===== src/rtl/alu_exec_pkg.sv =====
// alu_exec_pkg: operation codes and FSM state type shared by the ALU execution unit.
package alu_exec_pkg;
  localparam logic [2:0] OP_AND  = 3'b000;
  localparam logic [2:0] OP_OR   = 3'b001;
  localparam logic [2:0] OP_NOR  = 3'b010;
  localparam logic [2:0] OP_ADD  = 3'b011;
  localparam logic [2:0] OP_SUB  = 3'b100;
  localparam logic [2:0] OP_LUI  = 3'b101;
  localparam logic [2:0] OP_PASS = 3'b110;
  typedef enum logic [1:0] {S_IDLE, S_SHIFT, S_DONE} state_e;
endpackage


===== src/rtl/alu_exec_core.sv =====
// alu_exec_core: combinational ALU datapath; ALU_EXEC_OVF_EN adds signed-overflow detection.
module alu_exec_core import alu_exec_pkg::*; #(
  parameter int DATA_WIDTH = 32
) (
  input  logic [2:0]            op,
  input  logic [DATA_WIDTH-1:0] a,
  input  logic [DATA_WIDTH-1:0] b,
  output logic [DATA_WIDTH-1:0] result,
  output logic                  err
`ifdef ALU_EXEC_OVF_EN
  ,output logic                 ovf
`endif
);
  logic [DATA_WIDTH-1:0] sum, diff;
  assign sum  = a + b;
  assign diff = a - b;
  always_comb begin
    err = 1'b0;
    case (op)
      OP_AND:  result = a & b;
      OP_OR:   result = a | b;
      OP_NOR:  result = ~(a | b);
      OP_ADD:  result = sum;
      OP_SUB:  result = diff;
      OP_LUI:  result = b << 16;
      OP_PASS: result = a;
      default: begin
        result = '0;
        err    = 1'b1;
      end
    endcase
  end
`ifdef ALU_EXEC_OVF_EN
  localparam int M = DATA_WIDTH - 1;
  // Signed overflow: operands of matching (ADD) / differing (SUB) sign with a sign flip in the result.
  assign ovf = (op == OP_ADD) ? (a[M] == b[M]) && (sum[M] != a[M]) :
               (op == OP_SUB) ? (a[M] != b[M]) && (diff[M] != a[M]) : 1'b0;
`endif
endmodule


===== src/rtl/alu_exec_unit.sv =====
// alu_exec_unit: ALU with a one-bit-per-cycle logical shifter and registered results.
// Defining ALU_EXEC_OVF_EN adds a registered signed-overflow output for ADD/SUB.
module alu_exec_unit import alu_exec_pkg::*; #(
  parameter int DATA_WIDTH  = 32,
  parameter int SHAMT_WIDTH = 5
) (
  input  logic                   clk,
  input  logic                   reset,
  input  logic                   start,
  input  logic [2:0]             alu_operation,
  input  logic                   shift_en,
  input  logic                   shift_right,
  input  logic [SHAMT_WIDTH-1:0] shamt,
  input  logic [DATA_WIDTH-1:0]  read_data_1,
  input  logic [DATA_WIDTH-1:0]  read_data_2,
  output logic                   busy,
  output logic                   done,
  output logic [DATA_WIDTH-1:0]  alu_result,
  output logic                   zero,
  output logic                   op_err
`ifdef ALU_EXEC_OVF_EN
  ,output logic                  overflow
`endif
);
  state_e                 state_q, state_d;
  logic [SHAMT_WIDTH-1:0] cnt_q, cnt_d;
  logic [DATA_WIDTH-1:0]  sh_q, sh_d, result_q, result_d, core_result;
  logic                   dir_q, dir_d, zero_q, zero_d, err_q, err_d, core_err;
`ifdef ALU_EXEC_OVF_EN
  logic                   ovf_q, ovf_d, core_ovf;
`endif

  alu_exec_core #(.DATA_WIDTH(DATA_WIDTH)) u_core (
    .op     (alu_operation),
    .a      (read_data_1),
    .b      (read_data_2),
    .result (core_result),
    .err    (core_err)
`ifdef ALU_EXEC_OVF_EN
    ,.ovf   (core_ovf)
`endif
  );

  always_comb begin
    state_d  = state_q;
    cnt_d    = cnt_q;
    sh_d     = sh_q;
    dir_d    = dir_q;
    result_d = result_q;
    zero_d   = zero_q;
    err_d    = err_q;
`ifdef ALU_EXEC_OVF_EN
    ovf_d    = ovf_q;
`endif
    case (state_q)
      S_IDLE: if (start) begin
        err_d = !shift_en && core_err;
`ifdef ALU_EXEC_OVF_EN
        ovf_d = !shift_en && core_ovf;
`endif
        // Multi-cycle shifts keep the previous result visible until they complete.
        if (shift_en && shamt != '0) begin
          state_d = S_SHIFT;
          sh_d    = read_data_1;
          cnt_d   = shamt;
          dir_d   = shift_right;
        end else begin
          state_d  = S_DONE;
          result_d = shift_en ? read_data_1 : core_result;
          zero_d   = result_d == '0;
        end
      end
      S_SHIFT: begin
        sh_d  = dir_q ? sh_q >> 1 : sh_q << 1;
        cnt_d = cnt_q - SHAMT_WIDTH'(1);
        if (cnt_q == SHAMT_WIDTH'(1)) begin
          state_d  = S_DONE;
          result_d = sh_d;
          zero_d   = sh_d == '0;
        end
      end
      default: state_d = S_IDLE;
    endcase
  end

  always_ff @(posedge clk or negedge reset) begin
    if (!reset) begin
      state_q  <= S_IDLE;
      cnt_q    <= '0;
      sh_q     <= '0;
      dir_q    <= 1'b0;
      result_q <= '0;
      zero_q   <= 1'b0;
      err_q    <= 1'b0;
`ifdef ALU_EXEC_OVF_EN
      ovf_q    <= 1'b0;
`endif
    end else begin
      state_q  <= state_d;
      cnt_q    <= cnt_d;
      sh_q     <= sh_d;
      dir_q    <= dir_d;
      result_q <= result_d;
      zero_q   <= zero_d;
      err_q    <= err_d;
`ifdef ALU_EXEC_OVF_EN
      ovf_q    <= ovf_d;
`endif
    end
  end

  assign busy       = state_q != S_IDLE;
  assign done       = state_q == S_DONE;
  assign alu_result = result_q;
  assign zero       = zero_q;
  assign op_err     = err_q;
`ifdef ALU_EXEC_OVF_EN
  assign overflow   = ovf_q;
`endif
endmodule


===== config.mk =====
export PLATFORM = sky130hd
export DESIGN_NAME = alu_exec_unit
export DESIGN_NICKNAME = d
export VERILOG_FILES = /design/src/rtl/alu_exec_pkg.sv /design/src/rtl/alu_exec_core.sv /design/src/rtl/alu_exec_unit.sv
export SDC_FILE = /design/constraint.sdc
export NUM_CORES = 1
export LEC_CHECK = 0
export ABC_AREA = 1
export CORE_ASPECT_RATIO = 0.5
export CORE_UTILIZATION = 40
export DETAILED_ROUTE_END_ITERATION = 7
export GPL_ROUTABILITY_DRIVEN = 0
export HOLD_SLACK_MARGIN = 0.08
export SYNTH_ARGS = -nofsm -noshare
export SYNTH_HDL_FRONTEND = slang
export SYNTH_SLANG_ARGS = --single-unit
export TNS_END_PERCENT = 30

===== constraint.sdc =====
create_clock -name clk -period 1.97 [get_ports clk]
set_input_delay 0.394 -clock clk [delete_from_list [all_inputs] [get_ports clk]]
set_output_delay 0.394 -clock clk [all_outputs]
set_load 0.005 [all_outputs]

# ---- After elaboration in Yosys (flattened, before gate mapping)
# Index checks and enable logic that the tools add are counted.
dict set report classes {
  n_addsub 3
  n_eq_ne 13
  n_mux 22
  n_bitwise 3
  reduce_logical 16
}
# cell n
set ops {}
lappend ops {{two-way mux 32 bit} 7}
lappend ops {{case mux 32 bit (7 select lines)} 1}
lappend ops {{case mux 32 bit (2 select lines)} 2}
lappend ops {{zero test 32 bit} 2}
lappend ops {{adder 32 bit} 1}
lappend ops {{AND 32 bit} 1}
lappend ops {{inverter 32 bit} 1}
lappend ops {{OR 32 bit} 1}
lappend ops {{subtractor 32 bit} 1}
lappend ops {{two-way mux 5 bit} 2}
lappend ops {{case mux 5 bit (2 select lines)} 1}
lappend ops {{equality test 3 bit (second input constant)} 3}
lappend ops {{inequality test 2 bit (second input constant)} 4}
lappend ops {{OR reduction 7 bit} 1}
lappend ops {{equality test 3 x 2 -> 1 bit (second input constant)} 2}
lappend ops {{two-way mux 2 bit} 3}
lappend ops {{AND reduction 3 bit} 2}
lappend ops {{equality test 5 x 1 -> 1 bit (second input constant)} 1}
lappend ops {{nonzero test 5 bit} 1}
lappend ops {{subtractor 5 x 1 -> 5 bit (second input constant)} 1}
lappend ops {{two-way mux 1 bit} 4}
lappend ops {{case mux 2 bit (2 select lines)} 1}
lappend ops {{AND reduction 2 bit} 2}
lappend ops {{AND reduction 4 bit} 1}
lappend ops {{9 further kinds} 11}
dict set report word_totals {
  ff_bits 74
  output_inout_bits 36
  word_cells 64
}

# ---- Longest topological paths before layout
# Gate-level depths: netlist of the first run.
dict set report depth {
  depth_word 8
  ltp_mapped 32
  depth_no_buf 32
}

# ---- By module
# From an unflattened synthesis of the first run, not the netlist that was laid out.
dict set report unflattened {
  cells_unflattened 1603
  hier_area_um2 9004.9
}
# module n_inst cells_each area_per_inst_um2 seq_area_each_um2
set modules_own_cells {}
lappend modules_own_cells {alu_exec_core 1 917 4506.8 0.0}
lappend modules_own_cells {alu_exec_unit 1 686 4498.1 1851.8}

# ---- Worst setup path after synthesis of the first run
# No wires, ideal clock.
dict set report synth_timing {
  kind {input to register}
  startpoint {input port read_data_2[1]}
  endpoint {register zero_q, in the netlist zero}
  arrival_time_ps 3600
  required_time_ps 1893
  slack_ps -1707
  path_stages 29
  n_path_buf 0
  path_cell_list {inv_1 > ha_1 > nand3_1 > nor3_1 > nand3_1 > nor3_1 > nand2_1 > inv_1 > nand4_1 > nand2_1 > o21ai_1 > a21oi_1 > o21ai_1 > xor2_1 > ha_1 > inv_1 > nor3_1 > and2_1 > and2_1 > nand2_1 > nand3_1 > nand2_1 > nand3_1 > nand2_1 > a21boi_1 > nand2_1 > nor2_1 > nand3_1 > a21oi_1}
}
dict set report synth_via {
  elab_chain_cells 8
  elab_cells_between_ends 11
  classes_between {2 x add/sub; 5 x mux; 3 x bitwise; 1 x reduce/logical}
}
# element line_no
set synth_rtl {}
lappend synth_rtl {{from (decl)} alu_exec_unit.sv:15} ;# input logic [DATA_WIDTH-1:0] read_data_2,
lappend synth_rtl {{parallel branches: the longest is 2 deep, another holds subtractor 32 bit} -}
lappend synth_rtl {{case mux 32 bit (7 select lines) (*)} alu_exec_core.sv:19} ;# case (op)
lappend synth_rtl {{two-way mux 32 bit (*)} alu_exec_unit.sv:69} ;# result_d = shift_en ? read_data_1 : core_result;
lappend synth_rtl {{zero test 32 bit (*)} alu_exec_unit.sv:70} ;# zero_d = result_d == '0;
lappend synth_rtl {{two-way mux 1 bit (*)} alu_exec_unit.sv:62} ;# if (shift_en && shamt != '0) begin
lappend synth_rtl {{two-way mux 1 bit (*)} alu_exec_unit.sv:56} ;# S_IDLE: if (start) begin
lappend synth_rtl {{case mux 1 bit (2 select lines) (*)} alu_exec_unit.sv:55} ;# case (state_q)
lappend synth_rtl {{to (signal assigned)} alu_exec_unit.sv:104} ;# zero_q <= zero_d;
lappend synth_rtl {{to (decl)} alu_exec_unit.sv:28} ;# logic dir_q, dir_d, zero_q, zero_d, err_q, err_d, core_err;
# Mark *: on every way between the ends. The select of a mux whose other input is x is not followed.
# A chain may end at the register's enable or synchronous reset.

# ---- Worst setup path in the final report of the first run
dict set report layout_timing {
  startpoint {input port read_data_2[4]}
  endpoint {register zero_q, in the netlist zero}
}
# Same word-level chain as after synthesis.

==> summary.log, run 1 <==
qor: timing.finalClockSkew 3.17 ps
qor: synthesis.synthDistinctLibCells 48
qor: synthesis.seq_area_frac_synth 21.1%
qor: timing.final-max-slew-violation-count 0
qor: setup_path.critPathMaxFanout 4
qor: status.violations setup timing
qor: clock_tree.clock_network_latency_to_the_later_pin_of_the_worst_skew_pair 340 ps
qor: global_route.first_pass_grt_wire_length 60.0 mm
qor: route.routed_via_density 5.30
qor: power_and_ir_drop.power_per_cell_area 884 nW/um2
qor: synthesis.prevailing_post_synth_register_cell sky130_fd_sc_hd__dfrtp_1
qor: setup_path.reg2regPathDepth 7
qor: power_and_ir_drop.pwr-share-seq 22.2%
qor: timing.final-setup-viol-count 33
qor: timing.post-route-worst-setup-slack -1900 ps
qor: synthesis.syn-num-nets 1623
qor: global_route.global_route.usage.total 34.4%
qor: worst_hold_path.min_delay_src alu_result[9]
qor: timing.finalHoldViolCount 0
qor: setup_path.timing.critical_path.slowest_cell_delay 390 ps
qor: power_and_ir_drop.cell_internal_pwr 0.00718 W
qor: synthesis.synth_area 8770 um2
qor: route.detailroute.via_count 11900
qor: route.detailedRoute.firstIterationViolations 1346
qor: cells_and_area.end_of_flow_core_utilization 68.1%
qor: timing.rsz0062_at_grt yes
qor: floorplan.std_cell_rows 37
qor: setup_path.ff2ff_setup_slack -360 ps
qor: timing.achievable-frequency 258 MHz
qor: floorplan.initial_util 41.7%
qor: clock_tree.cts_root_buffer sky130_fd_sc_hd__clkbuf_16
qor: synthesis.synth_seq_cells 74
qor: floorplan.design.core.area 21000 um2
qor: setup_path.setup.worst_path.end_class flip-flop
qor: worst_hold_path.min_delay_worst_endpoint alu_result[9]
qor: route.drt-wirelength-per-cell 17.4 um
qor: setup_path.cp_slowest_cell sky130_fd_sc_hd__ha_2
qor: timing.fin_crit_sh 197%
qor: setup_path.critPathLaunch read_data_2[4]
qor: synthesis.yosys_warnings 0
qor: synthesis.syn-mean-instance-area 5.81 um2
qor: setup_path.startpoint_kind_of_the_worst_setup_timing_path primary input
qor: timing.worst-slew-pin-transition 634 ps
qor: route.finalWirelength 39.2 mm
qor: placement.dp_hpwl 31.3 mm
qor: route.route.antenna.remaining_nets 0
qor: cells_and_area.fillerInstances 1883
qor: setup_path.count_of_buffer_and_inverter_cells_on_the_critical_path 2
qor: synthesis.synth_async_sr_flop_share 100%
qor: setup_path.critPathMostFrequentCell sky130_fd_sc_hd__nand2_2
qor: route.drt_pre_antenna_iters 6
qor: setup_path.ff_to_ff_end zero
qor: timing.max_slew_margin 57.2%
qor: global_route.grt_start_max_net_pins 50
qor: cells_and_area.final_cell_area 14300 um2
qor: synthesis.synthCells 1509
qor: cells_and_area.share_of_final_layout_standard_cells_stronger_than_drive_strength_1 32.5%
qor: floorplan.die_x 211 um
qor: power_and_ir_drop.pwr-share-comb 64.3%
qor: global_route.antenna_violations_before_repair 0
qor: cells_and_area.flow.area_growth_from_synthesis 63.2%
qor: setup_path.worst-setup-path-type in2reg
qor: placement.placedInstanceArea 12900 um2
qor: clock_tree.clk_transition_reported_paths 60 ps
qor: job.drv.max_cap_violation_count 0
qor: clock_tree.cts_tree yes
qor: setup_path.worstReg2RegStart dir_q
qor: floorplan.die-area 22600 um2
qor: clock_tree.cts_buffers 9
qor: status.run_status finished with violations
qor: clock_tree.clock_tree.htree_level_count 3
qor: clock_tree.cts.sinks 74
qor: worst_hold_path.min-delay-path-class reg2reg
qor: setup_path.arrival 4140 ps
qor: setup_path.critPathTopFamily simple AND/OR/NAND/NOR gates
qor: synthesis.number_of_enable_type_register_cells_in_the_synthesized_netlist 0
qor: timing.worst_hold_slack 492 ps
qor: floorplan.io_pins 113
qor: global_route.grt_pass1_vias 11200
qor: worst_hold_path.worst_hold_path_stage_count 1
qor: timing.period_needed 3870 ps
qor: power_and_ir_drop.total_power 0.0127 W
qor: power_and_ir_drop.power.static_leakage 7.15 nW
qor: global_route.gr-total-overflow 0
qor: route.route.detailed.drc 0
qor: power_and_ir_drop.vdd_ir_drop_max 0.586 mV
qor: power_and_ir_drop.power_switching_share 43.3%
qor: power_and_ir_drop.clockPowerShare 13.4%
qor: cells_and_area.final_nets 2062
qor: setup_path.critPathRequiredTime 2240 ps
qor: floorplan.fp.dieH 107 um
qor: power_and_ir_drop.total_switching_power 0.00548 W
qor: cells_and_area.number_of_inserted_diodes 0
qor: placement.placement.io_buffers 112
qor: clock_tree.cts.path.max_buffers 2
==> what timing repair did <==
action	in CTS	in global routing
pin swaps	47	62
endpoints found under the hold margin	27	0
buffers inserted	14	10
gates resized for setup	164	118
setup endpoints to repair	40	70
hold buffers	1	0
==> layout make-up <==
class	instances	area (um2)	share of cell area, %
clock inverters	5	52.6	0.367
clock buffers	11	253	1.77
repair buffers	481	4130	28.8
well taps	292	365	2.55
inverters	222	871	6.08
multi-input cells	1160	6790	47.5
flip-flops and latches	74	1850	12.9
==> registers in the layout, summed over array words and instances, names as in the netlist <==
register / cells
dir_q: 1
cnt_q: 5
sh_q: 32
state_q: 2
alu_result: 32
zero: 1
op_err: 1
==> layer usage <==
metal	global-route usage, %	routed length, um	vias up
li1	-	-	5792
met1	49.6	17800	5511
met2	51.3	16400	524
met3	7.44	4100	67
met4	9.27	848	0
met5	0	0	-
==> power by group through the flow <==
stage	registers (W)	logic, W	clock network (W)
2_1_floorplan	0.00269	0.00386	0
3_3_place_gp	0.00279	0.00736	0
3_5_place_dp	0.00282	0.00748	0
4_1_cts	0.00281	0.00781	0.00172
5_1_grt	0.00289	0.00893	0.00179
6_report	0.00281	0.00814	0.00170
==> cell families after synthesis <==
kind of cell	synth area share [%]
AO/OA/AOI/OAI	20.3
XOR/XNOR	3.10
AND/OR/NAND/NOR	37.6
adder cells (fa/ha/maj)	5.36
flip-flops	21.1
buffers and inverters	12.3
multiplexers	0.114
==> cell usage in the layout, fill, tap and decap left out, types with 7 or more instances in the layout <==
| cell type | count |
|---|---|
| sky130_fd_sc_hd__clkdlybuf4s50_1 | 99 |
| sky130_fd_sc_hd__o221ai_1 | 8 |
| sky130_fd_sc_hd__dfrtp_1 | 74 |
| sky130_fd_sc_hd__xor2_1 | 26 |
| sky130_fd_sc_hd__nand2_4 | 9 |
| sky130_fd_sc_hd__o21a_1 | 17 |
| sky130_fd_sc_hd__nand3b_1 | 14 |
| sky130_fd_sc_hd__buf_12 | 17 |
| sky130_fd_sc_hd__nand3_2 | 31 |
| sky130_fd_sc_hd__a31oi_1 | 27 |
| sky130_fd_sc_hd__o21ai_2 | 8 |
| sky130_fd_sc_hd__nor3_1 | 11 |
| sky130_fd_sc_hd__inv_1 | 194 |
| sky130_fd_sc_hd__nand4_1 | 19 |
| sky130_fd_sc_hd__buf_4 | 343 |
| sky130_fd_sc_hd__nor2_1 | 105 |
| sky130_fd_sc_hd__a21boi_2 | 8 |
| sky130_fd_sc_hd__nand2_2 | 53 |
| sky130_fd_sc_hd__o211ai_1 | 19 |
| sky130_fd_sc_hd__nand3_1 | 57 |
| sky130_fd_sc_hd__nor2_2 | 20 |
| sky130_fd_sc_hd__nor4_1 | 8 |
| sky130_fd_sc_hd__a21oi_2 | 23 |
| sky130_fd_sc_hd__a21oi_1 | 28 |
| sky130_fd_sc_hd__inv_2 | 22 |
| sky130_fd_sc_hd__buf_6 | 10 |
| sky130_fd_sc_hd__dlygate4sd2_1 | 7 |
| sky130_fd_sc_hd__clkbuf_16 | 9 |
| sky130_fd_sc_hd__nor2_4 | 12 |
| sky130_fd_sc_hd__o21ai_0 | 123 |
| sky130_fd_sc_hd__ha_4 | 13 |
| sky130_fd_sc_hd__or2_2 | 14 |
| sky130_fd_sc_hd__ha_1 | 19 |
| sky130_fd_sc_hd__nand2_1 | 418 |
| sky130_fd_sc_hd__o21ai_1 | 15 |
==> Yosys cell counts, types with 2 or more instances <==
| cell | number | share of area, % |
|---|---|---|
| sky130_fd_sc_hd__or4_1 | 2 | 0.17 |
| sky130_fd_sc_hd__o21ai_0 | 139 | 7.9 |
| sky130_fd_sc_hd__buf_6 | 2 | 0.26 |
| sky130_fd_sc_hd__a221oi_1 | 5 | 0.50 |
| sky130_fd_sc_hd__dfrtp_1 | 74 | 21 |
| sky130_fd_sc_hd__nor3_1 | 18 | 1.0 |
| sky130_fd_sc_hd__or2_2 | 14 | 1.0 |
| sky130_fd_sc_hd__nor2_2 | 2 | 0.14 |
| sky130_fd_sc_hd__clkbuf_1 | 34 | 1.5 |
| sky130_fd_sc_hd__o21bai_1 | 5 | 0.43 |
| sky130_fd_sc_hd__o211ai_1 | 19 | 1.6 |
| sky130_fd_sc_hd__a21boi_0 | 8 | 0.68 |
| sky130_fd_sc_hd__a41oi_1 | 2 | 0.20 |
| sky130_fd_sc_hd__a21boi_1 | 3 | 0.26 |
| sky130_fd_sc_hd__buf_4 | 2 | 0.17 |
| sky130_fd_sc_hd__nor2_1 | 134 | 5.7 |
| sky130_fd_sc_hd__nand2_4 | 3 | 0.39 |
| sky130_fd_sc_hd__xor2_1 | 30 | 3.0 |
| sky130_fd_sc_hd__a22oi_1 | 5 | 0.43 |
| sky130_fd_sc_hd__nand3b_1 | 14 | 1.2 |
| sky130_fd_sc_hd__o21ai_1 | 9 | 0.51 |
| sky130_fd_sc_hd__buf_2 | 15 | 0.86 |
| sky130_fd_sc_hd__nand4_1 | 19 | 1.4 |
| sky130_fd_sc_hd__and2_1 | 2 | 0.14 |
| sky130_fd_sc_hd__nand2_1 | 473 | 20 |
| sky130_fd_sc_hd__inv_1 | 216 | 9.2 |
| sky130_fd_sc_hd__a31oi_1 | 27 | 1.9 |
| sky130_fd_sc_hd__a21oi_1 | 53 | 3.0 |
| sky130_fd_sc_hd__ha_1 | 36 | 5.1 |
| sky130_fd_sc_hd__o221ai_1 | 8 | 0.80 |
| sky130_fd_sc_hd__a21o_1 | 2 | 0.17 |
| sky130_fd_sc_hd__o21a_1 | 17 | 1.5 |
| sky130_fd_sc_hd__nor4_1 | 8 | 0.57 |
| sky130_fd_sc_hd__inv_2 | 4 | 0.17 |
| sky130_fd_sc_hd__nand2_2 | 4 | 0.29 |
| sky130_fd_sc_hd__nand3_1 | 89 | 5.1 |
==> worst max path at each step <==
stage          cells past startpoint  slack [ps]  endpoint
2_1_floorplan                     29       -1440      zero
6_report                          27       -1900      zero
3_3_place_gp                      31       -2560      zero
3_5_place_dp                      28       -2660      zero
4_1_cts                           32       -1740      zero
5_1_grt                           31       -2140      zero
==> per-stage QoR <==
stage / worst slack [ps] / TNS (ps) / instances
floorplan: -1440 / -29180 / 1509
global placement: -2560 / -76820 / 2205
detailed placement: -2660 / -79910 / 2205
CTS: -1740 / -41710 / 2236
global route: -2140 / -51540 / 2245
finish: -1900 / -45010 / 2245
Power figures use the tool's default switching activity.
==> run 2: changes to the inputs <==
- CORE_UTILIZATION: 40 -> 37
- SYNTH_HIERARCHICAL: default -> 1
==> run 2 against run 1 <==
Against the previous run: the flow still finishes with violations (setup timing); routed wire length increased by 8.8%; cell area up 6.7%; clock-buffer cell count grew 1; first-iteration DRC count rose by 28%; hold slack got worse by 1.5 ps; largest cell class unchanged; sequential share of layout area down 0.81 points; highest routed layer unchanged; non-clock buffer count increased by 19; combinational power increased by 1%; via count rose by 10%; clock skew increased by 2.0 ps.
==> summary.log, run 2 <==
qor: floorplan.die-area 25000 um2
qor: timing.max_slew_margin 63.3%
qor: status.run_status finished with violations
qor: route.routed_via_density 5.53
qor: route.route.antenna.remaining_nets 0
qor: power_and_ir_drop.power_switching_share 45.4%
qor: global_route.antenna_violations_before_repair 2
qor: placement.dp_hpwl 31.4 mm
qor: clock_tree.clock_tree.htree_level_count 3
qor: clock_tree.clock_network_latency_to_the_later_pin_of_the_worst_skew_pair 340 ps
qor: cells_and_area.flow.area_growth_from_synthesis 69.6%
qor: synthesis.synth_area 9000 um2
qor: synthesis.syn-num-nets 1717
qor: timing.post-route-worst-setup-slack -1410 ps
qor: worst_hold_path.min_delay_worst_endpoint alu_result[21]
qor: setup_path.ff_to_ff_end zero
qor: route.detailedRoute.firstIterationViolations 1719
qor: cells_and_area.final_nets 2175
qor: setup_path.setup.worst_path.end_class flip-flop
qor: clock_tree.clk_transition_reported_paths 60 ps
qor: global_route.grt_pass1_vias 12100
qor: timing.achievable-frequency 296 MHz
qor: timing.fin_crit_sh 171%
qor: timing.period_needed 3380 ps
qor: route.drt-wirelength-per-cell 17.9 um
qor: setup_path.worstReg2RegStart dir_q
qor: timing.worst-slew-pin-transition 550 ps
qor: synthesis.prevailing_post_synth_register_cell sky130_fd_sc_hd__dfrtp_1
qor: cells_and_area.final_cell_area 15300 um2
qor: global_route.gr-total-overflow 0
qor: worst_hold_path.worst_hold_path_stage_count 2
qor: power_and_ir_drop.total_switching_power 0.00569 W
qor: floorplan.fp.dieH 112 um
qor: synthesis.synth.area.top_cells sky130_fd_sc_hd__nand2_1 24%, sky130_fd_sc_hd__dfrtp_1 21%, sky130_fd_sc_hd__inv_1 8.6%, sky130_fd_sc_hd__nor2_1 7.6%, sky130_fd_sc_hd__nand3_1 6.5%
qor: synthesis.syn-mean-instance-area 5.62 um2
qor: setup_path.critPathMaxFanout 5
qor: synthesis.synth_commonest_cells 576 x sky130_fd_sc_hd__nand2_1, 206 x sky130_fd_sc_hd__inv_1, 183 x sky130_fd_sc_hd__nor2_1
qor: placement.placedInstanceArea 12700 um2
qor: synthesis.synthCells 1603
qor: synthesis.seq_area_frac_synth 20.6%
qor: job.drv.max_cap_violation_count 0
qor: timing.final-setup-viol-count 33
qor: power_and_ir_drop.power_per_cell_area 821 nW/um2
qor: synthesis.yosys_top_cell_area_share 24.0%
qor: global_route.grt_start_max_net_pins 41
qor: setup_path.cp_slowest_cell sky130_fd_sc_hd__ha_4
qor: clock_tree.cts_buffers 9
qor: timing.finalHoldViolCount 0
qor: floorplan.initial_util 38.6%
qor: synthesis.yosys_warnings 6
qor: power_and_ir_drop.vdd_ir_drop_max 0.531 mV
qor: timing.rsz0062_at_grt yes
qor: clock_tree.cts.path.max_buffers 2
qor: timing.finalClockSkew 5.20 ps
qor: setup_path.timing.critical_path.slowest_cell_delay 310 ps
qor: cells_and_area.layout.cells.most_common sky130_fd_sc_hd__nand2_1
qor: setup_path.critPathMostFrequentCell sky130_fd_sc_hd__nand2_1
qor: cells_and_area.layout.cells.most_common_list 465 x sky130_fd_sc_hd__nand2_1, 358 x sky130_fd_sc_hd__buf_4, 176 x sky130_fd_sc_hd__inv_1
qor: floorplan.io_pins 113
qor: global_route.first_pass_grt_wire_length 63.6 mm
qor: clock_tree.cts_root_buffer sky130_fd_sc_hd__clkbuf_16
qor: setup_path.arrival 3650 ps
qor: setup_path.reg2regPathDepth 12
qor: timing.fin_setup_tns -34950 ps
qor: route.finalWirelength 42.6 mm
qor: timing.worst_hold_slack 491 ps
qor: worst_hold_path.min-delay-path-class reg2reg
qor: route.route.detailed.drc 0
qor: synthesis.synth_largest_area_cell sky130_fd_sc_hd__nand2_1
qor: placement.placement.io_buffers 112
qor: cells_and_area.share_of_final_layout_standard_cells_stronger_than_drive_strength_1 38.1%
qor: clock_tree.cts_tree yes
qor: synthesis.synthDistinctLibCells 39
qor: timing.final-max-slew-violation-count 0
qor: power_and_ir_drop.clockPowerShare 12.1%
qor: floorplan.die_x 223 um
qor: setup_path.ff2ff_setup_slack 220 ps
qor: synthesis.number_of_enable_type_register_cells_in_the_synthesized_netlist 0
qor: power_and_ir_drop.cell_internal_pwr 0.00685 W
qor: floorplan.design.core.area 23300 um2
qor: route.drt_pre_antenna_iters 8
qor: power_and_ir_drop.power.static_leakage 7.65 nW
qor: route.detailroute.via_count 13100
qor: status.violations setup timing
qor: synthesis.synth_seq_cells 74
qor: setup_path.critPathRequiredTime 2250 ps
qor: power_and_ir_drop.pwr-share-comb 65.8%
qor: global_route.global_route.usage.total 32.3%
qor: clock_tree.cts.sinks 74
qor: synthesis.synth_most_common_cell sky130_fd_sc_hd__nand2_1
qor: setup_path.startpoint_kind_of_the_worst_setup_timing_path primary input
qor: worst_hold_path.min_delay_src alu_result[21]
qor: floorplan.std_cell_rows 39
qor: setup_path.worst-setup-path-type in2reg
qor: power_and_ir_drop.pwr-share-seq 22.2%
qor: synthesis.synth_async_sr_flop_share 100%
## run 2: cell types whose count changed in the layout (fill, tap and decap cells not counted), sizes merged, moves of 20 or more
cell	previous run	this run
nand2	480	579
o21ai	148	88
nor2	137	190
buf	371	406
nand3	89	118
a31oi	27	51
clkdlybuf4s50	99	79
## run 2: worst max-delay path by stage
| stage | startpoint | end | slack [ps] |
|---|---|---|---|
| global route | read_data_2[17] | zero | -1670 |
| CTS | read_data_2[0] | zero | -1310 |
| global placement | read_data_2[10] | zero | -2220 |
| finish | alu_operation[1] | zero | -1410 |
| detailed placement | read_data_2[10] | zero | -2240 |
| floorplan | read_data_2[0] | zero | -1100 |
## run 2: routing by layer
layer	track usage [%]	share of wire, %	vias to the layer above
li1	-	-	6066
met1	45.0	43	6081
met2	49.2	42	780
met3	6.18	9.8	200
met4	13.1	5.2	0
met5	0	0	-
## run 2: final cells by class
type / count / area, um2
diodes: 2 / 5.00
clock buffers: 12 / 256
clock inverters: 3 / 15.0
fillers: 1974 / 8050
inverters: 215 / 840
multi-input cells: 1260 / 7720
flip-flops and latches: 74 / 1850
well taps: 307 / 384
repair buffers: 500 / 4200
repair inverters: 1 / 7.51
## run 2: repair_timing
| item | CTS | global route |
|---|---|---|
| endpoints found under the setup margin | 33 | 34 |
| setup buffers | 63 | 20 |
| gates cloned | 1 | 0 |
| pin swaps | 181 | 131 |
| hold buffers | 1 | 0 |
| hold endpoints to repair | 39 | 0 |
| resized for setup | 394 | 167 |
## run 2: critical path: cells and delay by family
family          cells  cell delay [ps]
compound gates      1               60
xor+xnor            1              210
fa+ha+maj           1              310
buf+inv             8              940
simple gates       20             1740
## run 2: power by group through the flow
stage | clock network (W) | logic [W] | registers [W]
2_1_floorplan | 0 | 0.00415 | 0.00269
3_3_place_gp | 0 | 0.00705 | 0.00276
3_5_place_dp | 0 | 0.00715 | 0.00278
4_1_cts | 0.00153 | 0.00780 | 0.00277
5_1_grt | 0.00160 | 0.00905 | 0.00286
6_report | 0.00151 | 0.00825 | 0.00278
## run 2: logic make-up after synthesis
group           count (synthesis)  synth area share, %
xor+xnor                       29                 2.82
flops                          74                 20.6
fa+ha+maj                      37                 5.22
compound gates                243                 15.9
buf+inv                       269                 12.3
simple gates                  951                 43.2
## run 2: stage by stage
step	setup slack, ps	std cells	total power, W	util [%]
after detailed placement	-2240	2274	0.00994	54.6
after global routing	-1670	2372	0.0135	65.5
after CTS	-1310	2353	0.0121	62.4
after global placement	-2220	2274	0.00981	54.6
final	-1410	2374	0.0125	65.5
after floorplan	-1100	1603	0.00684	-
==> run 3: changes to the inputs <==
- TNS_END_PERCENT: 30 -> 10
==> run 3 against run 2 <==
Against the previous run: the flow finishes with violations (DRC, setup timing); register-to-register slack barely moved; final cell count is 0.63% lower; critical path depth is 6 lower; maximum frequency is 3.8% lower; clock power grew 12%; critical path type unchanged; global-route usage is 0.37 points lower; sequential share of layout area grew 0.32 points; sequential power about the same; non-clock buffer count down 12; largest cell class unchanged; cell area down 2.5%.
==> summary.log, run 3 (same netlist as run 2, synthesis figures left out) <==
qor: status.run_status finished with violations
qor: status.violations DRC, setup timing
qor: timing.final-setup-viol-count 32
qor: cells_and_area.seq_area 1850 um2
qor: global_route.grt_pass1_vias 11900
qor: setup_path.setup.worst_path.end_class flip-flop
qor: route.finalWirelength 41.7 mm
qor: placement.placement.io_buffers 112
qor: cells_and_area.share_of_final_layout_standard_cells_stronger_than_drive_strength_1 34.6%
qor: power_and_ir_drop.pwr-share-comb 64.0%
qor: power_and_ir_drop.total_switching_power 0.00555 W
qor: timing.post-route-worst-setup-slack -1540 ps
qor: clock_tree.cts_tree yes
qor: timing.rsz0062_at_grt yes
qor: timing.max_slew_margin 65.0%
qor: setup_path.critPathLaunch read_data_2[4]
qor: power_and_ir_drop.power.static_leakage 7.52 nW
qor: setup_path.worstSetupEndpoint zero
qor: timing.fin_crit_sh 178%
qor: setup_path.worstReg2RegStart dir_q
qor: clock_tree.clk_transition_reported_paths 60 ps
qor: setup_path.worst-setup-path-type in2reg
qor: power_and_ir_drop.pwr-share-seq 22.4%
qor: clock_tree.cts.sinks 74
qor: setup_path.count_of_buffer_and_inverter_cells_on_the_critical_path 3
qor: floorplan.std_cell_rows 39
qor: floorplan.initial_util 38.6%
qor: setup_path.critPathMaxFanout 4
qor: cells_and_area.final_cell_area 14900 um2
qor: clock_tree.clock_tree.htree_level_count 3
qor: cells_and_area.fillerInstances 2051
qor: setup_path.reg2regPathDepth 11
qor: setup_path.arrival 3780 ps
qor: setup_path.critPathRequiredTime 2240 ps
qor: global_route.first_pass_grt_wire_length 63.0 mm
qor: route.detailedRoute.firstIterationViolations 1577
qor: clock_tree.cts_buffers 9
qor: clock_tree.cts_root_buffer sky130_fd_sc_hd__clkbuf_16
qor: clock_tree.cts.path.max_buffers 2
qor: timing.worst_hold_slack 498 ps
qor: route.detailroute.via_count 12800
qor: floorplan.design.core.area 23300 um2
qor: setup_path.timing.critical_path.slowest_cell_delay 370 ps
qor: timing.period_needed 3510 ps
qor: route.drt_pre_antenna_iters 8
qor: job.drv.max_cap_violation_count 0
qor: timing.finalHoldViolCount 0
qor: placement.dp_hpwl 31.0 mm
qor: timing.fin_setup_tns -36360 ps
qor: worst_hold_path.min_delay_src alu_result[21]
qor: setup_path.ff_to_ff_end zero
qor: power_and_ir_drop.vdd_ir_drop_max 0.580 mV
qor: route.route.detailed.drc 1
qor: cells_and_area.multiInputGateArea 7400 um2
qor: cells_and_area.layout.cells.most_common_list 499 x sky130_fd_sc_hd__nand2_1, 346 x sky130_fd_sc_hd__buf_4, 181 x sky130_fd_sc_hd__inv_1
qor: timing.worst-slew-pin-transition 521 ps
qor: power_and_ir_drop.power_switching_share 44.5%
qor: cells_and_area.final_nets 2162
qor: setup_path.critPathMostFrequentCell sky130_fd_sc_hd__nand2_1
qor: clock_tree.clock_network_latency_to_the_later_pin_of_the_worst_skew_pair 330 ps
qor: setup_path.cp.depth 25
qor: timing.finalClockSkew 4.81 ps
qor: power_and_ir_drop.cell_internal_pwr 0.00693 W
qor: cells_and_area.number_of_inserted_diodes 0
qor: route.routed_via_density 5.41
qor: floorplan.die-area 25000 um2
qor: cells_and_area.flow.area_growth_from_synthesis 65.3%
qor: global_route.global_route.usage.total 32.0%
qor: worst_hold_path.min-delay-path-class reg2reg
qor: timing.final-max-slew-violation-count 0
qor: setup_path.startpoint_kind_of_the_worst_setup_timing_path primary input
qor: floorplan.fp.dieH 112 um
qor: global_route.antenna_violations_before_repair 0
qor: placement.placedInstanceArea 12800 um2
qor: global_route.grt_start_max_net_pins 47
qor: route.drt-wirelength-per-cell 17.7 um
qor: floorplan.die_x 223 um
qor: route.route.antenna.remaining_nets 0
qor: power_and_ir_drop.power_per_cell_area 838 nW/um2
qor: floorplan.io_pins 113
qor: power_and_ir_drop.clockPowerShare 13.6%
qor: setup_path.cp_slowest_cell sky130_fd_sc_hd__ha_1
qor: timing.achievable-frequency 285 MHz
qor: global_route.gr-total-overflow 0
qor: cells_and_area.layout.cells.most_common sky130_fd_sc_hd__nand2_1
qor: setup_path.ff2ff_setup_slack 230 ps
qor: setup_path.critPathTopFamily simple AND/OR/NAND/NOR gates
run 3: final cells by class:
type | instances | area share, %
clock inverters | 3 | 0.437
multi-input cells | 1260 | 49.7
clock buffers | 12 | 1.59
inverters | 215 | 5.51
well taps | 307 | 2.58
repair buffers | 488 | 27.8
flip-flops and latches | 74 | 12.4
run 3: worst min-delay path by stage:
stage,to,slack [ps],cells past startpoint
after CTS,alu_result[11],500,2
final,alu_result[21],500,2
after detailed placement,alu_result[3],380,1
after global routing,alu_result[21],550,2
after global placement,alu_result[3],370,1
after floorplan,alu_result[0],100,0
run 3: worst register-to-register path, stage by stage, from the launching register on:
cell and delay, ps:
sky130_fd_sc_hd__dfrtp_1 410, sky130_fd_sc_hd__buf_4 340, sky130_fd_sc_hd__nand2_1 120, sky130_fd_sc_hd__nand2_1 80, sky130_fd_sc_hd__nand2_1 60, sky130_fd_sc_hd__nor2_1 170, sky130_fd_sc_hd__nand2_1 80, sky130_fd_sc_hd__nor2_1 140
sky130_fd_sc_hd__nand3_1 120, sky130_fd_sc_hd__nand2_1 70, sky130_fd_sc_hd__nand2_1 40, sky130_fd_sc_hd__nand2_1 60
run 3: per-stage QoR:
| stage | utilization, % | setup slack (ps) | total power (W) | instances |
|---|---|---|---|---|
| after global placement | 54.7 | -2340 | 0.00980 | 2274 |
| final | 63.8 | -1540 | 0.0125 | 2359 |
| after detailed placement | 54.7 | -2380 | 0.00995 | 2274 |
| after floorplan | - | -1100 | 0.00682 | 1603 |
| after global routing | 63.8 | -1740 | 0.0135 | 2359 |
| after CTS | 61.2 | -1380 | 0.0121 | 2336 |
run 3: routing by layer:
layer | global-route usage, % | wire [um] | part of all wire, % | vias to the layer above
met5 | 0 | 0 | 0 | -
met2 | 48.4 | 17500 | 42 | 675
met4 | 11.3 | 1800 | 4.3 | 0
met1 | 46.3 | 18600 | 45 | 5891
met3 | 4.37 | 3810 | 9.1 | 146
li1 | - | - | - | 6039
run 3: power by group through the flow:
stage	Clock (W)	Sequential, W	Combinational, W
2_1_floorplan	0	0.00269	0.00414
3_3_place_gp	0	0.00279	0.00702
3_5_place_dp	0	0.00281	0.00715
4_1_cts	0.00172	0.00279	0.00760
5_1_grt	0.00178	0.00288	0.00881
6_report	0.00169	0.00280	0.00799
run 3: repair_timing:
item | CTS | global route
pin swaps | 118 | 99
hold buffers | 1 | 0
hold endpoints to repair | 32 | 0
setup buffers | 46 | 24
endpoints found under the setup margin | 33 | 34
gates resized for setup | 333 | 116
